File: src/rtl/memaccess_dmem_resp_if.sv
`default_nettype none
// ============================================================================
// Module      : memaccess_dmem_resp_if
// Description : Request/response bundle between a data-memory requester
//               (master) and the memaccess_dmem_resp responder (slave).
// Revision    : 1.0  initial release
// ============================================================================
interface memaccess_dmem_resp_if;
  logic [1:0]  mem_state;   // 0 read, 1 indirect read, 2 write, 3 idle
  logic [15:0] DMem_addr;
  logic [15:0] DMem_din;
  logic        DMem_rd;     // 1 read request, 0 write request
  logic [15:0] DMem_dout;
  logic        dout_valid;
  logic        busy;
  logic        addr_err;
  logic        proto_err;

  modport master (
    output mem_state, DMem_addr, DMem_din, DMem_rd,
    input  DMem_dout, dout_valid, busy, addr_err, proto_err
  );

  modport slave (
    input  mem_state, DMem_addr, DMem_din, DMem_rd,
    output DMem_dout, dout_valid, busy, addr_err, proto_err
  );
endinterface
`default_nettype wire

File: src/rtl/memaccess_dmem_resp.sv
`default_nettype none
// ============================================================================
// Module      : memaccess_dmem_resp
// Description : 16-bit data memory with single-cycle writes and a fixed
//               RD_LAT-cycle read response, sticky address/protocol errors.
//               Optional macro MEMACCESS_DMEM_WR_FWD_EN: writes that hit the
//               address of an outstanding read update the pending response.
// Revision    : 1.0  initial release
// ============================================================================
module memaccess_dmem_resp #(
  parameter int ADDR_W = 8,
  parameter int RD_LAT = 1
) (
  input  wire logic             clock,
  input  wire logic             reset,
  memaccess_dmem_resp_if.slave  bus
);

  localparam int DEPTH = 1 << ADDR_W;

  localparam logic [1:0] ST_IDLE = 2'd0;
  localparam logic [1:0] ST_WAIT = 2'd1;
  localparam logic [1:0] ST_RESP = 2'd2;

  localparam logic [1:0] MS_READ  = 2'd0;
  localparam logic [1:0] MS_IREAD = 2'd1;
  localparam logic [1:0] MS_WRITE = 2'd2;

  // WAIT lasts RD_LAT-1 cycles; the counter counts down to zero inside it
  localparam logic [1:0] WAIT_INIT = (RD_LAT > 1) ? 2'(RD_LAT - 2) : 2'd0;

  if (RD_LAT < 1 || RD_LAT > 4) begin : g_bad_rd_lat
    $error("memaccess_dmem_resp: RD_LAT must be in 1..4");
  end

  logic [15:0]       mem_q [0:DEPTH-1];

  logic [1:0]        state_q, state_d;
  logic [1:0]        cnt_q, cnt_d;
  logic [15:0]       cap_q, cap_d;
  logic [15:0]       dout_q, dout_d;
  logic              valid_q, valid_d;
  logic              addr_err_q, addr_err_d;
  logic              proto_err_q, proto_err_d;
`ifdef MEMACCESS_DMEM_WR_FWD_EN
  logic [ADDR_W-1:0] cap_addr_q, cap_addr_d;
`endif

  logic [ADDR_W-1:0] idx;
  logic              addr_hi;
  logic              rd_phase;
  logic              wr_req;
  logic              rd_req;
  logic              mismatch;
  logic              busy;
  logic              rd_acc;
  logic              rd_drop;

  assign idx      = bus.DMem_addr[ADDR_W-1:0];
  assign addr_hi  = (bus.DMem_addr >> ADDR_W) != 16'h0000;
  assign rd_phase = (bus.mem_state == MS_READ) || (bus.mem_state == MS_IREAD);
  assign wr_req   = (bus.mem_state == MS_WRITE) && !bus.DMem_rd;
  assign rd_req   = rd_phase && bus.DMem_rd;
  assign mismatch = ((bus.mem_state == MS_WRITE) && bus.DMem_rd) ||
                    (rd_phase && !bus.DMem_rd);
  assign busy     = (state_q != ST_IDLE);
  assign rd_acc   = rd_req && !busy;
  assign rd_drop  = rd_req && busy;

  // Next-state logic: read sequencing, response loading and sticky errors
  always_comb begin
    state_d     = state_q;
    cnt_d       = cnt_q;
    cap_d       = cap_q;
    dout_d      = dout_q;
    valid_d     = 1'b0;
    addr_err_d  = addr_err_q | ((rd_acc | wr_req) & addr_hi);
    proto_err_d = proto_err_q | mismatch | rd_drop;
`ifdef MEMACCESS_DMEM_WR_FWD_EN
    cap_addr_d  = cap_addr_q;
`endif

    case (state_q)
      ST_IDLE: begin
        if (rd_acc) begin
          // Array write is non-blocking, so this is the pre-write contents
          cap_d   = mem_q[idx];
`ifdef MEMACCESS_DMEM_WR_FWD_EN
          cap_addr_d = idx;
`endif
          cnt_d   = WAIT_INIT;
          state_d = (RD_LAT > 1) ? ST_WAIT : ST_RESP;
        end
      end
      ST_WAIT: begin
        if (cnt_q == 2'd0) begin
          state_d = ST_RESP;
        end else begin
          cnt_d = cnt_q - 2'd1;
        end
      end
      ST_RESP: begin
        dout_d  = cap_q;
        valid_d = 1'b1;
        state_d = ST_IDLE;
      end
      default: begin
        state_d = ST_IDLE;
      end
    endcase

`ifdef MEMACCESS_DMEM_WR_FWD_EN
    // A write hitting the pending address overrides the captured word,
    // including on the final edge where the response is loaded
    if (wr_req && busy && (idx == cap_addr_q)) begin
      cap_d = bus.DMem_din;
      if (state_q == ST_RESP) begin
        dout_d = bus.DMem_din;
      end
    end
`endif
  end

  // Control and response registers, cleared asynchronously on reset
  always_ff @(posedge clock or posedge reset) begin
    if (reset) begin
      state_q     <= ST_IDLE;
      cnt_q       <= 2'd0;
      cap_q       <= 16'h0000;
      dout_q      <= 16'h0000;
      valid_q     <= 1'b0;
      addr_err_q  <= 1'b0;
      proto_err_q <= 1'b0;
`ifdef MEMACCESS_DMEM_WR_FWD_EN
      cap_addr_q  <= '0;
`endif
    end else begin
      state_q     <= state_d;
      cnt_q       <= cnt_d;
      cap_q       <= cap_d;
      dout_q      <= dout_d;
      valid_q     <= valid_d;
      addr_err_q  <= addr_err_d;
      proto_err_q <= proto_err_d;
`ifdef MEMACCESS_DMEM_WR_FWD_EN
      cap_addr_q  <= cap_addr_d;
`endif
    end
  end

  // Storage array: single-cycle writes in any state, contents never reset
  always_ff @(posedge clock) begin
    if (wr_req) begin
      mem_q[idx] <= bus.DMem_din;
    end
  end

  assign bus.DMem_dout  = dout_q;
  assign bus.dout_valid = valid_q;
  assign bus.busy       = busy;
  assign bus.addr_err   = addr_err_q;
  assign bus.proto_err  = proto_err_q;

endmodule
`default_nettype wire

File: src/flat_wrapper.sv
// flat-port wrapper written by rule: the top's interface ports become plain ports
module memaccess_dmem_resp_flat 
#(
  parameter int ADDR_W = 8,
  parameter int RD_LAT = 1
)
  (clock, reset, bus_mem_state, bus_DMem_addr, bus_DMem_din, bus_DMem_rd, bus_DMem_dout, bus_dout_valid, bus_busy, bus_addr_err, bus_proto_err);
  memaccess_dmem_resp_if bus_i ();
  input  wire logic clock;
  input  wire logic reset;
  input wire logic [$bits(bus_i.mem_state)-1:0] bus_mem_state;
  input wire logic [$bits(bus_i.DMem_addr)-1:0] bus_DMem_addr;
  input wire logic [$bits(bus_i.DMem_din)-1:0] bus_DMem_din;
  input wire logic [$bits(bus_i.DMem_rd)-1:0] bus_DMem_rd;
  output wire logic [$bits(bus_i.DMem_dout)-1:0] bus_DMem_dout;
  output wire logic [$bits(bus_i.dout_valid)-1:0] bus_dout_valid;
  output wire logic [$bits(bus_i.busy)-1:0] bus_busy;
  output wire logic [$bits(bus_i.addr_err)-1:0] bus_addr_err;
  output wire logic [$bits(bus_i.proto_err)-1:0] bus_proto_err;
  assign bus_i.mem_state = bus_mem_state;
  assign bus_i.DMem_addr = bus_DMem_addr;
  assign bus_i.DMem_din = bus_DMem_din;
  assign bus_i.DMem_rd = bus_DMem_rd;
  assign bus_DMem_dout = bus_i.DMem_dout;
  assign bus_dout_valid = bus_i.dout_valid;
  assign bus_busy = bus_i.busy;
  assign bus_addr_err = bus_i.addr_err;
  assign bus_proto_err = bus_i.proto_err;
  memaccess_dmem_resp #(.ADDR_W(ADDR_W), .RD_LAT(RD_LAT)) u_core (.clock(clock), .reset(reset), .bus(bus_i));
endmodule
File: config.mk
export PLATFORM = sky130hd
export DESIGN_NAME = memaccess_dmem_resp_flat
export DESIGN_NICKNAME = d
export VERILOG_FILES = /design/src/rtl/memaccess_dmem_resp_if.sv /design/src/rtl/memaccess_dmem_resp.sv /design/src/flat_wrapper.sv
export SDC_FILE = /design/constraint.sdc
export NUM_CORES = 2
export LEC_CHECK = 0
export BUFFER_PORTS_ARGS = -buffer_cell sky130_fd_sc_hd__buf_2
export CORE_MARGIN = 2
export CORE_UTILIZATION = 30
export CTS_CLUSTER_SIZE = 28
export DETAILED_ROUTE_END_ITERATION = 6
export SLEW_MARGIN = 0
export SYNTH_ARGS = -nofsm -noshare
export SYNTH_HDL_FRONTEND = slang
export SYNTH_SLANG_ARGS = --single-unit
File: constraint.sdc
create_clock -name clock -period 4.1 [get_ports clock]
set_input_delay 0.82 -clock clock [delete_from_list [all_inputs] [get_ports clock]]
set_output_delay 0.82 -clock clock [all_outputs]
set_load 0.03 [all_outputs]
==> flow_summary.ini <==
[synth]
synth_cells = 7187
synth_nets = 7224
ys_ff_latch = 4132
synth_top_family_by_area = multiplexers
synth_compound_area_share_pct = 2.79
avgSynthCellArea_um2 = 22.1
synthArstFlopShare_pct = 0.871
yosys.cell_types.count = 63
synth_xor_area_share_pct = 0
syn_area_um2 = 159000
synth_flop_cell = edfxtp_1
synth-simple-area-share_pct = 1.98
yosys_warnings = 0
muxShareOfSynthArea_pct = 15.4
synth-adder-area-share_pct = 0
ys_seq_area_share_pct = 78.1
synth_edf_count = 4096

[power_and_ir_drop]
power.density_nw_per_um2 = 479
leakage_uw = 0.0585
seq_power_share_pct = 52.3
peakVddDrop_mv = 0.380
clkPwrFrac_pct = 42.3
power_uw = 89300
power_frac_comb_pct = 5.4
internal_power_uw = 69900
power.switching_uw = 19400
sw_frac_of_total_pct = 21.7

[floorplanning]
start_util_pct = 30.1
io_pins = 57
rows = 267
die_y_um = 731
core_area_um2 = 527000
die_area_um2 = 535000
fp.dieW_um = 731

[final_layout]
final_nets = 8056
areaGrowthSynthToFinish_pct = 17.5
layout-drive-gt1-share_pct = 29.2
fin_util_pct = 35.3
n_fill_cell = 48000

[clock_tree]
numCtsBuffers = 414
clk_pin_slew_worst_paths_ps = 60
cts.sinks = 4132
cts_resized = 0
cts_root_buf = clkbuf_16
cts_hold_buf = 0
cts_max_path_buffers = 4
tritoncts = done
htreeDepth = 5
worstSkewPairLatency_ps = 980
cts_setup_buffers = 0

[job]
maxCapViolCount = 1

[critical_path]
cp_max_fo = 27
regToRegSetupSlack_ps = 940
crit_end = u_core.cap_q[3]
cp_cell_sequence = buf_8 -> buf_12 -> buf_4 -> mux4_2 -> a22oi_1 -> a21oi_1 -> or4_1 -> nor4_1 -> o22ai_1
required_ps = 4920
startpoint = bus_DMem_addr[0]
cp-end-kind = flip-flop
worstSetupPathType = primary input to flip-flop
start_kind = primary input
slowest_delay_ps = 790
crit_arrival_ps = 4220
r2r_cells = 7
cpMaxStageDelayCell = nor4_1
reg2reg_to = u_core.cap_q[3]
r2r_start = u_core.state_q[1]

[detailed_routing]
routed_wl_um = 449000
via_per_inst = 5.24
drc_errors = 0
drt.antenna.violating_nets = 0
vias = 80500
drtPass1Iterations = 6
wl_per_cell_um = 29.2
drtIter0Drc = 11800

[sta]
fin_worst_skew_ps = 70.9
rsz0062_at_grt = false
fin_crit_ps = 3400
finalMaxSlewViolations = 1
clock.fmax_mhz = 294
fin_crit_sh_pct = 83.0
timing_hold_violations_final = 0
worst_pin_slew_ps = 1470
whs_ps = 113
finalSetupViolCount = 0
slew_headroom_pct = -0.738

[global_routing]
track_usage_pct = 16.3
grt_max_degree = 137
overflow = 0
antenna_found_initial = 27
grt_pass1_wl_um = 624000
grt_pass1_vias = 79900

[outcome]
status = finished with violations
violations = capacitance limit, slew limit

[hold_path]
worstHoldPathType = primary input to asynchronous set/reset pin

[placement]
gp_congestion = 0.892
dp_hpwl_um = 287000
io_buffer_count = 56
-- critical path, delay by kind of cell --
| family | cells | cell delay (ps) |
|---|---|---|
| AO/OA/AOI/OAI | 3 | 620 |
| buffers and inverters | 3 | 780 |
| multiplexers | 1 | 500 |
| AND/OR/NAND/NOR | 2 | 1370 |
-- state kept, by name, summed over array words and instances (netlist names) --
register,cells
u_core.mem_q,4096
u_core.bus.DMem_dout,16
u_core.cap_q,16
u_core.bus.addr_err,1
u_core.bus.dout_valid,1
u_core.bus.proto_err,1
u_core.state_q,1
-- synth_stat cells (all sizes together) (3+ instances only) --
| cell type | count | area, µm² |
|---|---|---|
| a41oi | 9 | 78.8 |
| a21o | 9 | 67.6 |
| nor2 | 307 | 1150 |
| a22oi | 150 | 1130 |
| and2 | 8 | 50.1 |
| nand3 | 80 | 400 |
| and3 | 5 | 31.3 |
| a221oi | 34 | 298 |
| buf | 298 | 2220 |
| a32o | 9 | 90.1 |
| clkbuf | 124 | 474 |
| nor2b | 21 | 131 |
| or2 | 3 | 18.8 |
| a2111oi | 5 | 50.0 |
| a31oi | 28 | 175 |
| nor3 | 42 | 210 |
| a211oi | 35 | 263 |
| o221ai | 25 | 219 |
| inv | 8 | 30.0 |
| mux4 | 920 | 20700 |
| o22a | 26 | 228 |
| nand2 | 187 | 709 |
| dfrtp | 36 | 901 |
| mux2 | 22 | 248 |
| nor4 | 17 | 106 |
| edfxtp | 4096 | 123000 |
| nand4 | 19 | 119 |
| nand3b | 5 | 45.0 |
| o311ai | 3 | 26.3 |
| mux2i | 342 | 3420 |
| or3 | 12 | 75.1 |
| o2111ai | 3 | 26.3 |
| a21oi | 48 | 240 |
| a311oi | 7 | 61.3 |
| nand2b | 4 | 25.0 |
| a32oi | 27 | 236 |
| or3b | 4 | 35.0 |
| o22ai | 135 | 845 |
| o21ai | 56 | 280 |
-- per-stage QoR --
| stage | instance area (µm²) | TNS, ps | instances | worst slack, ps |
|---|---|---|---|---|
| floorplan | 159000 | 0 | 7187 | 458 |
| global route | 186000 | 0 | 15400 | 741 |
| CTS | 186000 | 0 | 15400 | 878 |
| detailed placement | 173000 | -189 | 14600 | -174 |
| finish | 186000 | 0 | 15400 | 698 |
| global placement | 173000 | -1320 | 14600 | -1140 |
-- metal layers --
layer	vias to the layer above	global-route usage, %	share of wire, %
met3	736	3.42	9.8
met1	43200	22.1	39
li1	32100	-	-
met4	8	5.74	3.9
met2	4418	26.1	47
met5	-	0	0.011
-- logic make-up (layout without fill, tap and decap cells) --
group,Yosys count,in the layout
buffers and inverters,432,1605
AOI/OAI and AO/OA,622,622
other,0,9
and+or+nand+nor,717,717
muxes,1284,1284
DFF,4132,4132
-- power groups by stage --
stage | clock (µW) | sequential [µW] | combinational, µW
floorplan | 0 | 47600 | 2220
global placement | 0 | 47600 | 4700
detailed placement | 0 | 47600 | 4780
CTS | 38400 | 46700 | 4790
global route | 39900 | 46700 | 4980
finish | 37800 | 46700 | 4790
-- worst min-delay path by stage --
stage / startpoint / to / slack [ps] / cells after the start
after floorplan: u_core.cap_q[0] / u_core.cap_q[0] / 460 / 1
after global placement: u_core.bus.proto_err / u_core.bus.proto_err / 440 / 1
after detailed placement: u_core.bus.addr_err / u_core.bus.addr_err / 450 / 1
after CTS: reset / u_core.cap_q[1] / 60 / 2
after global routing: reset / u_core.bus.DMem_dout[13] / 140 / 2
final: reset / u_core.bus.DMem_dout[10] / 110 / 2
-- cell usage in the layout (no fill, tap or decap), types with 25 or more instances in the layout --
master / n
edfxtp_1: 4096
mux4_2: 916
buf_4: 654
clkbuf_16: 419
mux2i_1: 342
nor2_1: 273
nand2_1: 168
a22oi_1: 150
o22ai_1: 135
buf_12: 129
clkinv_1: 94
nand3_1: 79
clkbuf_1: 76
clkinv_2: 70
o21ai_0: 56
a21oi_1: 48
bufinv_16: 46
nor3_1: 42
buf_2: 37
dfrtp_1: 36
a211oi_1: 35
a221oi_1: 34
nor2_2: 31
a31oi_1: 28
a32oi_1: 27
o22a_1: 26
o221ai_1: 25
-- layout make-up --
| cell class | instances | area (µm²) | share of cell area, % |
|---|---|---|---|
| flip-flops and latches | 4132 | 124000 | 66.5 |
| multi-input cells | 2623 | 32200 | 17.3 |
| clock buffers | 496 | 10800 | 5.79 |
| well taps | 6994 | 8750 | 4.69 |
| repair buffers | 838 | 7940 | 4.26 |
| clock inverters | 261 | 2790 | 1.50 |
| inverters | 10 | 50.0 | 0.0268 |
| diodes | 9 | 22.5 | 0.0121 |
(Power assumes the default switching activity.)
